## src/rtl/shader_program_ctrl.sv

```systemverilog
// Instruction-store sequencer for the tiny shader: streams a DEPTH-entry circular program
// to the core and defers SPI loads that arrive mid-run. Optional macro: SHADER_CTRL_OVF_FLAG_EN.
module shader_program_ctrl #(
  parameter int DEPTH = 8
) (
  input  logic       clk_i,
  input  logic       rst_i,
  input  logic       load_i,
  input  logic [7:0] instr_i,
  input  logic       start_i,
  input  logic       advance_i,
  output logic [7:0] instr_o,
  output logic       instr_valid_o,
  output logic       last_o,
  output logic       busy_o,
  output logic       done_o,
  output logic       overflow_o
);
  localparam int PC_W = (DEPTH > 1) ? $clog2(DEPTH) : 1;
  localparam logic [PC_W-1:0] PC_LAST = PC_W'(DEPTH - 1);

  typedef logic [DEPTH-1:0][7:0] mem_t;
  typedef enum logic {IDLE, RUN} state_t;

  state_t          state_q;
  mem_t            mem_q;
  logic [PC_W-1:0] pc_q;
  logic            pend_vld_q;
  logic [7:0]      pend_data_q;
  logic            start_pend_q;
  logic            done_q;

  function automatic mem_t shift_in(input mem_t m, input logic [7:0] d);
    return {d, m[DEPTH-1:1]};
  endfunction

  function automatic mem_t rotate(input mem_t m);
    return {m[0], m[DEPTH-1:1]};
  endfunction

  always_ff @(posedge clk_i) begin
    if (rst_i) begin
      state_q      <= IDLE;
      mem_q        <= '0;
      pc_q         <= '0;
      pend_vld_q   <= 1'b0;
      pend_data_q  <= 8'h00;
      start_pend_q <= 1'b0;
      done_q       <= 1'b0;
    end else begin
      done_q <= 1'b0;
      case (state_q)
        IDLE: begin
          // A deferred load always drains before a run may begin.
          if (pend_vld_q) begin
            mem_q      <= shift_in(mem_q, pend_data_q);
            pend_vld_q <= load_i;
            if (load_i) pend_data_q <= instr_i;
            if (start_i) start_pend_q <= 1'b1;
          end else if (start_i || start_pend_q) begin
            state_q      <= RUN;
            pc_q         <= '0;
            start_pend_q <= 1'b0;
            if (load_i) begin
              pend_vld_q  <= 1'b1;
              pend_data_q <= instr_i;
            end
          end else if (load_i) begin
            mem_q <= shift_in(mem_q, instr_i);
          end
        end
        RUN: begin
          if (advance_i) begin
            mem_q <= rotate(mem_q);
            if (pc_q == PC_LAST) begin
              state_q <= IDLE;
              pc_q    <= '0;
              done_q  <= 1'b1;
            end else begin
              pc_q <= pc_q + PC_W'(1);
            end
          end
          if (load_i && !pend_vld_q) begin
            pend_vld_q  <= 1'b1;
            pend_data_q <= instr_i;
          end
        end
        default: state_q <= IDLE;
      endcase
    end
  end

`ifdef SHADER_CTRL_OVF_FLAG_EN
  logic ovf_q;

  always_ff @(posedge clk_i) begin
    if (rst_i) begin
      ovf_q <= 1'b0;
    end else if ((state_q == RUN) && load_i && pend_vld_q) begin
      ovf_q <= 1'b1;
    end
  end

  assign overflow_o = ovf_q;
`else
  assign overflow_o = 1'b0;
`endif

  assign instr_o       = mem_q[0];
  assign instr_valid_o = (state_q == RUN);
  assign last_o        = (state_q == RUN) && (pc_q == PC_LAST);
  assign busy_o        = (state_q == RUN) || pend_vld_q || start_pend_q;
  assign done_o        = done_q;

endmodule

```

## config.mk

```make
export PLATFORM = sky130hd
export DESIGN_NAME = shader_program_ctrl
export DESIGN_NICKNAME = d
export VERILOG_FILES = /design/src/rtl/shader_program_ctrl.sv
export SDC_FILE = /design/constraint.sdc
export NUM_CORES = 1
export LEC_CHECK = 0
export BUFFER_PORTS_ARGS = -buffer_cell sky130_fd_sc_hd__buf_2
export CAP_MARGIN = 20
export CORE_AREA = 2 2 121 94
export CTS_CLUSTER_SIZE = 16
export DETAILED_ROUTE_END_ITERATION = 8
export DIE_AREA = 0 0 123 96
export PLACE_DENSITY = 0.49
export SYNTH_ARGS = -nofsm -noshare
export SYNTH_HDL_FRONTEND = slang
export SYNTH_SLANG_ARGS = --single-unit
```

## constraint.sdc

```tcl
create_clock -name clk_i -period 2.16 [get_ports clk_i]
set_clock_uncertainty 0.15 [all_clocks]
set_input_delay 0.216 -clock clk_i [delete_from_list [all_inputs] [get_ports clk_i]]
set_output_delay 0.216 -clock clk_i [all_outputs]
set_load 0.1 [all_outputs]
```

==> summary.md <==
| Metric | Value |
|---|---|
| Status | `complete, no violations` |
| CTS tree | `built` |
| Seq cells post-synth | `79` |
| Critical Path Source | `pc_q[0]` |
| Avg Cell Area, Syn | `approximately 9 um^2` |
| Post-synthesis mux area share | `~5%` |
| Die area | `0.0118 mm^2` |
| Buf/Inv on CP | `1` |
| Post-DRT Antenna Nets | `0` |
| # IOs | `26` |
| Worst path slowest cell | `buf_2` |
| Largest net degree at the start of global routing | `57` |
| Worst vdd ir | `~0.36 mV` |
| Cell variety after synth | `35` |
| Worst min-delay path startpoint | `instr_i[5]` |
| Detail Placement HPWL | `approximately 5000 um` |
| Seq pwr share | `between 40% and 50%` |
| Synth Area in Adders | `under 10%` |
| Power Internal | `about 2.5 mW` |
| Area Growth Syn to Fin | `13.8%` |
| Worst setup margin | `between 0.2 and 0.25 ns` |
| Gr usage total | `between 15 and 20%` |
| Lkg Pwr | `1.38 nW` |
| Total number of vias | `around 3000` |
| Most frequent cells in the layout | `dfxtp_1, a21oi_1, o211ai_1` |
| Critical Path, Cell by Cell | `ha_1, ha_1, and2_2, buf_2` |
| Min cycle time layout | `between 1.5 and 2 ns` |
| Top Family by Delay on Critical Path | `buffers and inverters` |
| Startpoint Class | `register` |
| Worst hold slack | `0.0157 ns` |
| Final slew viol count | `0` |
| Share of layout cells above drive strength 1 | `between 20% and 30%` |
| Slew @ Worst Pin | `between 0.6 and 0.7 ns` |
| Largest fanout on the critical path | `3` |
| TritonCTS sink count | `79` |
| Worst skew pair latency | `~0.33 ns` |
| GR Overflow Total | `0` |
| Layout fillers | `between 1000 and 1500` |
| Synth Area in Compound Gates | `between 20% and 30%` |
| Routed wire per std cell | `about 16 um` |
| Simple-gate share of the synthesized area | `15.9%` |
| Sw power | `just over 0.9 mW` |
| Clk pwr share | `between 40 and 50%` |
| RSZ-0062 raised after global routing | `no` |
| Core area | `approximately 0.011 mm^2` |
| CTS root buffer | `clkbuf_16` |
| Maximum level of the CTS H-tree | `3` |
| Slowest stage delay, CP | `about 0.4 ns` |
| Critical Path Sink Type | `primary output` |
| CP required | `around 1.8 ns` |
| FP Rows | `33` |
| N_diodes | `0` |
| Netlist Area Pre-Place | `0.00363 mm^2` |
| Total iterations of the first detailed-routing run | `4` |
| Post-CTS Setup Bufs | `0` |
| Relative slew slack | `55.8%` |
| Initial DRC count | `between 150 and 200` |
| PwrDens | `829 mW/mm^2` |
| Vias in the first global route | `2834` |
| Die Ht | `between 90 and 100 um` |
| DP Area | `roughly 0.0038 mm^2` |
| Cts bufs inserted | `9` |
| Gates resized, CTS repair | `0` |
| Largest family of logic cells by synthesized area | `compound AO/OA/AOI/OAI gates` |
| Setup violators final | `0` |
| Net count after synthesis | `between 400 and 500` |
| Sequential share of the synthesized area | `a little over two fifths` |
| Synth area leaders | `dfxtp_1, o211ai_1, a21oi_1` |
| Synth area leader | `dfxtp_1` |
| Final wirelength | `around 8600 um` |
| Max clock buf depth | `2` |
| Routability cong. | `~0.76` |
| TNS Setup | `0 ns` |
| Port Buffers | `24` |
| XOR/XNOR Fraction of Synth Area | `0%` |
| Clock-pin slew on the worst setup and hold paths | `roughly 0.060 ns` |
| Starting Density | `roughly a third` |
| Kind of critical path | `register to primary output` |
| Die span in x | `between 100 and 150 um` |
| DP Worst Slack | `0.397 ns` |
| Net Sw Frac | `26.5%` |
| Hold/Removal Path Class | `input port to register` |
| Max Cap Viol | `0` |
| Launch point of the worst reg-to-reg path | `start_pend_q` |
| Gate power share | `13.2%` |
| Fmax | `~510 MHz` |
| Drc violations | `0` |
| Initial antenna violation count | `0` |
| Vias per inst | `between 5 and 6` |
| Commonest non-fill, non-tap cell in the layout | `dfxtp_1` |
| Most frequent CP cell | `ha_1` |
| Share of the synthesized area in the top cell type | `about 44%` |
| Arr. time, crit path | `1.58 ns` |
| Final Cycle Share | `approximately 90%` |
| First-pass GRT wire length | `approximately 15000 um` |
| Synth Instances | `396` |
| YS warnings | `0` |
| Final hold viol count | `0` |
| Layout Nets | `between 400 and 500` |
| Hold-fix buffers, CTS | `7` |
| Fin area | `between 0.004 and 0.005 mm^2` |
## synthesized netlist by cell type
master,number
a21bo_2,1
a21boi_1,1
a21o_1,1
a21oi_1,68
a22oi_1,1
a31oi_1,1
and2_1,1
buf_1,4
buf_2,17
buf_4,10
buf_6,9
clkbuf_1,16
conb_1,1
dfxtp_1,79
ha_1,3
inv_2,1
mux2_2,8
mux2i_1,9
nand2_1,1
nand2b_1,1
nand3_1,51
nand3_2,14
nand4b_1,9
nor2_1,4
nor3_1,1
nor3b_1,2
nor4_2,1
o211ai_1,59
o21a_1,1
o21ai_0,8
o21ai_1,8
or2_1,1
or3_1,1
or4_1,2
or4b_4,1
## worst register-to-register path, cell delays in order (launching register included)
cell and delay, ns:
dfxtp_1 0.38, or4b_4 0.61, buf_4 0.29, nand4b_1 0.16
o21ai_1 0.07
## per-stage QoR
stage                     cells  power (mW)  util (%)
final                       542        3.43      38.8
after global routing        542        3.59      38.8
after CTS                   542        3.48      38.8
after detailed placement    520        2.00      35.5
after global placement      520        2.00      35.5
after floorplan             396        1.89         -
## metal layers
| layer | share of wire, % | GRT usage (%) | wire (um) |
|---|---|---|---|
| met1 | 52 | 20.9 | 4470 |
| met2 | 44 | 24.4 | 3810 |
| met3 | 2.4 | 4.62 | 206 |
| met4 | 1.1 | 4.64 | 98 |
| met5 | 0 | 0 | 0 |
## final timing paths
path,depth (start not counted),to,slack (ns)
worst min-delay path,3,pend_data_q[5],0.02
worst max register to register,4,mem_q[61],0.38
worst min register to register,2,mem_q[39],0.32
worst max-delay path,4,last_o,0.21
## final cells by class
type	instances	area, um^2	share of cell area (%)
clock buffers	11	233	5.63
repair buffers	47	360	8.71
flip-flops and latches	79	1580	38.3
inverters	1	3.75	0.0908
multi-input cells	260	1730	41.9
clock inverters	4	47.5	1.15
well taps	140	175	4.24
## power by group through the flow
stage	Sequential, mW	Combinational (mW)	Clock, mW
2_1_floorplan	1.56	0.334	0
3_3_place_gp	1.55	0.445	0
3_5_place_dp	1.56	0.443	0
4_1_cts	1.52	0.455	1.50
5_1_grt	1.53	0.490	1.57
6_report	1.53	0.454	1.45
## flip-flops by register name, summed over array words and instances (netlist names)
signal         flops
mem_q             56
instr_o            8
pend_data_q        8
pc_q               3
done_o             1
instr_valid_o      1
pend_vld_q         1
start_pend_q       1
## cells by family after synthesis
group           Yosys count
compound gates          149
simple gates             90
flops                    79
buf+inv                  57
mux                      17
fa+ha+maj                 3
other cells               1
No activity file was read; power rests on OpenSTA's default activity.
